==> src/rtl/slice_scheduler.sv <==
// Round-robin time-slice scheduler: lends one modulo-K slot counter to N requesters,
// one owner at a time, for at most K enabled cycles per slice.
module slice_scheduler #(
   parameter int N  = 4,
   parameter int K  = 16,
   parameter int W  = 32,
   parameter int IW = 2
) (
   input  logic          i_clk,
   input  logic          i_rst_n,
   input  logic          i_enable,
   input  logic [N-1:0]  i_req,
   output logic [N-1:0]  o_grant,
   output logic [IW-1:0] o_owner,
   output logic          o_busy,
   output logic [W-1:0]  o_count,
   output logic          o_slice_done
);

   localparam logic [0:0]    S_IDLE   = 1'b0;
   localparam logic [0:0]    S_RUN    = 1'b1;
   localparam logic [W-1:0]  LAST     = W'(K - 1);
   localparam logic [IW-1:0] LAST_IDX = IW'(N - 1);
   localparam logic [IW:0]   N_WIDE   = (IW + 1)'(N);

   logic [0:0]    r_state;
   logic [IW-1:0] r_ptr;
   logic [IW-1:0] r_owner;
   logic [N-1:0]  r_grant;
   logic [W-1:0]  r_count;
   logic          r_slice_done;

   logic [IW-1:0] w_owner_succ;
   logic [IW-1:0] w_arb_base;
   logic          w_owner_req;
   logic          w_slice_end;
   logic          w_pick_valid;
   logic [IW-1:0] w_pick_idx;
   logic [IW:0]   w_sum;

   assign w_owner_succ = (r_owner == LAST_IDX) ? '0 : r_owner + 1'b1;
   // At a slice end the new pointer is used in the same edge, so arbitrate from it directly.
   assign w_arb_base   = (r_state == S_RUN) ? w_owner_succ : r_ptr;
   assign w_owner_req  = i_req[r_owner];
   assign w_slice_end  = !w_owner_req || (r_count == LAST);

   // Scan from the farthest offset down so the offset nearest the base wins.
   always_comb begin
      w_pick_valid = 1'b0;
      w_pick_idx   = '0;
      w_sum        = '0;
      for (int k = N - 1; k >= 0; k--) begin
         w_sum = {1'b0, w_arb_base} + (IW + 1)'(k);
         if (w_sum >= N_WIDE)
            w_sum = w_sum - N_WIDE;
         if (i_req[w_sum[IW-1:0]]) begin
            w_pick_valid = 1'b1;
            w_pick_idx   = w_sum[IW-1:0];
         end
      end
   end

   always_ff @(posedge i_clk or negedge i_rst_n) begin
      if (!i_rst_n) begin
         r_state      <= S_IDLE;
         r_ptr        <= '0;
         r_owner      <= '0;
         r_grant      <= '0;
         r_count      <= '0;
         r_slice_done <= 1'b0;
      end else begin
         r_slice_done <= 1'b0;
         if (i_enable) begin
            if (r_state == S_IDLE) begin
               if (w_pick_valid) begin
                  r_state <= S_RUN;
                  r_grant <= N'(1) << w_pick_idx;
                  r_owner <= w_pick_idx;
                  r_count <= '0;
               end
            end else if (w_slice_end) begin
               // Early release takes priority, so a full slice is only flagged while still requested.
               r_slice_done <= w_owner_req;
               r_ptr        <= w_owner_succ;
               r_count      <= '0;
               if (w_pick_valid) begin
                  r_grant <= N'(1) << w_pick_idx;
                  r_owner <= w_pick_idx;
               end else begin
                  r_state <= S_IDLE;
                  r_grant <= '0;
                  r_owner <= '0;
               end
            end else begin
               r_count <= r_count + 1'b1;
            end
         end
      end
   end

   assign o_grant      = r_grant;
   assign o_owner      = r_owner;
   assign o_busy       = |r_grant;
   assign o_count      = r_count;
   assign o_slice_done = r_slice_done;

endmodule

==> config.mk <==
export PLATFORM = sky130hd
export DESIGN_NAME = slice_scheduler
export DESIGN_NICKNAME = d
export VERILOG_FILES = /design/src/rtl/slice_scheduler.sv
export SDC_FILE = /design/constraint.sdc
export NUM_CORES = 1
export LEC_CHECK = 0
export BUFFER_PORTS_ARGS = -buffer_cell sky130_fd_sc_hd__buf_2
export CELL_PAD_IN_SITES_DETAIL_PLACEMENT = 0
export CELL_PAD_IN_SITES_GLOBAL_PLACEMENT = 1
export CORE_UTILIZATION = 39
export CTS_BUF_LIST = sky130_fd_sc_hd__clkbuf_4
export CTS_CLUSTER_SIZE = 8
export DETAILED_ROUTE_END_ITERATION = 10
export GPL_ROUTABILITY_DRIVEN = 0
export GPL_TIMING_DRIVEN = 0
export PLACE_DENSITY = 0.87
export SLEW_MARGIN = 20
export SYNTH_ARGS = -nofsm -noshare
export SYNTH_HDL_FRONTEND = slang
export SYNTH_SLANG_ARGS = --single-unit
==> constraint.sdc <==
create_clock -name i_clk -period 2 [get_ports i_clk]
set_clock_uncertainty 0.2 [all_clocks]
set_input_delay 0.6 -clock i_clk [delete_from_list [all_inputs] [get_ports i_clk]]
set_output_delay 0.6 -clock i_clk [all_outputs]
set_load 0.01 [all_outputs]
# Yosys cells after proc, flatten, opt, wreduce, memory -nomap -nowiden
# Cells that the tools add are included.
# word_totals
register_bits,42
inputBits,7
out_inout_bits,40
# classes
addsub,9
magnitude_cmp,9
eq_ne,3
n_shift,1
n_mux,41
reduce_logical,7
# op_table
cell,n
32-bit 2-to-1 mux,3
"32-bit by 1-bit adder with 32-bit output, second input constant",1
"32-bit by 4-bit equality test with 1-bit output, second input constant",1
2-bit 2-to-1 mux,14
4-bit 2-to-1 mux,4
"2-bit by 3-bit less-than comparator with 1-bit output, second input constant",5
1-bit 2-to-1 mux,15
1-bit binary-select mux with 2-bit select,5
"3-bit greater-or-equal comparator, second input constant",3
"2-bit by 1-bit subtractor with 2-bit output, second input constant",4
"2-bit by 2-bit adder with 3-bit output, second input constant",2
3-bit AND reduction,2
4-bit OR reduction,1
"1-bit by 2-bit << shifter with 4-bit output, first input constant",1
"2-bit by 1-bit adder with 3-bit output, second input constant",1
"2-bit by 3-bit greater-or-equal comparator with 1-bit output, second input constant",1
"2-bit by 1-bit adder with 2-bit output, second input constant",1
"2-bit equality test, second input constant",1
"2-bit by 1-bit inequality test with 1-bit output, second input constant",1
2-bit AND reduction,1
2-bit nonzero test,1
1-bit logical NOT,1
1-bit logical OR,1

# Longest topological paths before layout
# depth
ltp_word,16
mapped_depth,8

# Worst setup path before layout
# OpenSTA, ideal clock, no wires.
# synth_timing
path_kind,input to register
start,in i_req[3]
end,reg r_count[30] (netlist: o_count[30])
arrival_time_ps,1861
required_time_ps,1676
slack_ps,-185
cell_stages,7
path_cell_list,mux4_2 > nand3_2 > o21ba_1 > buf_6 > buf_6 > o21a_1 > o31a_1
# synth_via
elab_chain_cells,8
word_cells_on_any_way,20
classes_between,16 x mux; 4 x reduce/logical
# synth_rtl
element,line_no,rtl
"start, declared",12,"input logic [N-1:0] i_req,"
1-bit binary-select mux with 2-bit select,56,if (i_req[w_sum[IW-1:0]]) begin
1-bit 2-to-1 mux (not written as such),56,
1-bit 2-to-1 mux (4 in a row),56,
2-bit nonzero test (no line),-,
2-bit AND reduction (no line),-,
"end signal, assigned",95,r_count <= r_count + 1'b1;
"end, declared",30,logic [W-1:0] r_count;
# Parallel ways exist; a longest one is shown, timed or not. The select of a mux whose other input is x is not followed.
# A chain may end at the register's enable or synchronous reset.

# Worst setup path in the final report
# layout_timing
start,reg r_count[15] (netlist: o_count[15])
end,reg r_grant[2] (netlist: o_grant[2])
# layout_via
elab_chain_cells,4
# layout_rtl
element,line_no,rtl
32-bit by 4-bit equality test with 1-bit output,45,assign w_slice_end = !w_owner_req || (r_count == LAST);
1-bit logical OR,45,
2-bit by 1-bit inequality test with 1-bit output (no line),-,
3-bit AND reduction (no line),-,
"end signal, assigned",77,r_grant <= N'(1) << w_pick_idx;
"end signal, assigned",87,r_grant <= N'(1) << w_pick_idx;
"end, declared",29,logic [N-1:0] r_grant;
# Every way passes these cells.

==> results.sh <==
export IMPL_status="finished with violations"
export IMPL_violations="negative setup slack"
export IMPL_grt_ovfl_total=0
export IMPL_grt_pass1_vias=2342
export IMPL_final_nets=368
export IMPL_grt_max_degree=43
export IMPL_ys_flop_type="dfrtp_1"
export IMPL_syn_avg_cell_area_sq_um=9.16
export IMPL_rows=28
export IMPL_clk_latency_ns=0.35
export IMPL_synth_seq_cells=42
export IMPL_clk_pin_slew_ns=0.14
export IMPL_hold_viol=0
export IMPL_crit_family="buffers and inverters"
export IMPL_postSynth_asyncResetShare_pct=100
export IMPL_wire_per_inst_um=19.6
export IMPL_grt_pass1_wl_um=11900
export IMPL_ir_drop_v=0.000771
export IMPL_synth_area_leader_cell="dfrtp_1"
export IMPL_netlist_area_sq_mm=0.00245
export IMPL_htreeDepth=2
export IMPL_power_mw=3.55
export IMPL_cp_max_fo=5
export IMPL_detail_route_antenna_nets=0
export IMPL_worstReg2RegStart="o_count[15]$_DFFE_PN0P_"
export IMPL_dr_total_vias=2753
export IMPL_synthDistinctLibCells=44
export IMPL_cap_violations=0
export IMPL_track_usage_pct=23.9
export IMPL_synth_top_cells_by_area="dfrtp_1 43%, a31oi_1 7.2%, nand2_1 4.1%"
export IMPL_fp_dieH_um=81.2
export IMPL_clock_sinks=42
export IMPL_rsz0062_at_grt="true"
export IMPL_cp_arrival_ns=2.29
export IMPL_die_area_sq_mm=0.00659
export IMPL_antenna_found_initial=0
export IMPL_cp_end_kind="register"
export IMPL_synthCells=267
export IMPL_worst_slew_pin_transition_ns=0.620
export IMPL_diodes=0
export IMPL_fmax_mhz=445
export IMPL_viasPerCell=6.33
export IMPL_p_leak_nw=1.61
export IMPL_cp_num_buf_inv=4
export IMPL_fp_coreArea_sq_mm=0.00599
export IMPL_crit_chain="buf_6, nor4_4, nand4_1, buf_6, buf_6, o21bai_4, buf_6, nand2_4, a32o_1"
export IMPL_cp_common_cell="buf_6"
export IMPL_slew_headroom_pct=58.7
export IMPL_cts_tree="done"
export IMPL_drc=0
export IMPL_fp_dieW_um=81.2
export IMPL_routed_wl_um=8510
export IMPL_clockBufferDepth=2
export IMPL_syn_nets=276
export IMPL_io_pin_count=47
export IMPL_postCtsHoldBufs=0
export IMPL_max_stage_delay_ns=0.41
export IMPL_first_pass_iters=5
export IMPL_rrSetupSlack_ns=-0.25
export IMPL_start_util_pct=40.8
export IMPL_crit_type="register to register"
export IMPL_drive_gt1_share_pct=56.4
export IMPL_cp_required_ns=2.04
export IMPL_hp_class="input pin to asynchronous set/reset pin"
export IMPL_holdWs_ns=0.0289
export IMPL_io_buffers=46
export IMPL_period_needed_ns=2.25
export IMPL_dp_hpwl_um=4740
export IMPL_setup_tns_ns=-5.71
export IMPL_area_delta_synth_final_pct=55.5
export IMPL_crit_path_start_kind="register"
export IMPL_rr_worst_depth=9
export IMPL_p_per_area_mw_per_mm2=932
export IMPL_cts_root_buf="clkbuf_4"
export IMPL_crit_slowest_cell="dfrtp_1"
export IMPL_setup_viol=42
export IMPL_synth_common_cells="42 x dfrtp_1, 28 x a31oi_1, 27 x nand2_1, 20 x o21ai_0, 13 x nor2_1"
export IMPL_synth_top_area_share_pct=43.0
export IMPL_final_util_pct=63.5
export IMPL_synth_edf_count=0
export IMPL_drt_iter0_markers=269
export IMPL_cp_depth=9
export IMPL_yosysMostFrequentCell="dfrtp_1"
export IMPL_cts_made_buffers=5
export IMPL_rr_endpoint="o_grant[2]$_DFFE_PN0P_"
export IMPL_synth_warnings=0
export IMPL_slew_viol_final=0
export IMPL_post_route_period_util_pct=112
export IMPL_setup_ws_ns=-0.247
export IMPL_yosysSeqAreaShare_pct=43.0
==> state kept, by name, summed over array words and instances (netlist names) <==
signal and cells:
o_count 32, o_owner 2, r_ptr 2, o_slice_done 1
o_grant 4, r_state 1
==> where the power goes <==
group / switching [mW] / total [mW] / internal, mW
registers: 0.124 / 1.09 / 0.969
clock network: 0.282 / 0.575 / 0.293
logic: 0.897 / 1.88 / 0.981
total: 1.30 / 3.55 / 2.24
==> layout by cell type, fill, tap and decap left out, drive strengths merged, types with 7 or more instances in the layout <==
cell type / instances
nor2: 13
a31oi: 28
nand3: 12
dfrtp: 42
buf: 94
nor3: 7
nand2: 27
clkbuf: 12
nor4: 10
a21oi: 11
nand4: 7
o21ai: 22
==> routing by layer <==
layer | GRT usage (%) | share of wire [%] | vias to the layer above
li1 | - | - | 1237
met1 | 32.1 | 40 | 1305
met2 | 38.9 | 49 | 174
met3 | 3.71 | 7.5 | 37
met4 | 8.21 | 4.1 | 0
met5 | 0 | 0 | -
==> per-stage QoR <==
stage / cell area, sq um / std cells / setup slack, ns
after floorplan: 2460 / 267 / -0.183
after global placement: 2790 / 388 / -0.406
after detailed placement: 2790 / 388 / -0.415
after CTS: 3350 / 420 / -0.245
after global routing: 3800 / 435 / -0.309
final: 3800 / 435 / -0.247
==> cell type report <==
class	count	area (sq um)
Clock buffer	7	52.6
Clock inverter	1	30.0
Buffer	12	138
Sequential cell	42	1070
Fill cell	470	2190
Multi-Input combinational cell	205	1690
Inverter	6	22.5
Timing Repair Buffer	87	704
Tap cell	75	93.8
==> worst register-to-register path, cell delays in order, from the launching register on <==
cell      delay, ns
dfrtp_1        0.41
buf_6          0.13
nor4_4         0.30
nand4_1        0.15
buf_6          0.16
buf_6          0.11
o21bai_4       0.19
buf_6          0.18
nand2_4        0.08
a32o_1         0.23
==> cell families (layout without fill, tap and decap cells) <==
| logic type | Yosys count | in the layout | share of synthesized area [%] |
|---|---|---|---|
| muxes | 7 | 7 | 3.58 |
| and+or+nand+nor | 97 | 97 | 21.1 |
| AOI/OAI and AO/OA | 98 | 99 | 26.5 |
| DFF | 42 | 42 | 43.0 |
| adders and majority gates | 2 | 2 | 1.02 |
| buffers and inverters | 21 | 113 | 4.81 |
==> worst max-delay path by stage <==
stage	startpoint	endpoint	slack [ns]
3_5_place_dp	i_req[3]	o_count[30]$_DFFE_PN0P_	-0.41
5_1_grt	o_count[18]$_DFFE_PN0P_	o_count[30]$_DFFE_PN0P_	-0.31
2_1_floorplan	i_req[3]	o_count[30]$_DFFE_PN0P_	-0.18
4_1_cts	o_grant[2]$_DFFE_PN0P_	o_busy	-0.25
3_3_place_gp	i_req[3]	o_grant[0]$_DFFE_PN0P_	-0.41
6_report	o_count[15]$_DFFE_PN0P_	o_grant[2]$_DFFE_PN0P_	-0.25
==> what timing repair did <==
action	4_1_cts	5_1_grt
cloned	2	5
pin swaps	27	19
buffers inserted	25	12
setup endpoints to repair	42	43
gates resized for setup	75	69
(Power assumes the default switching activity.)
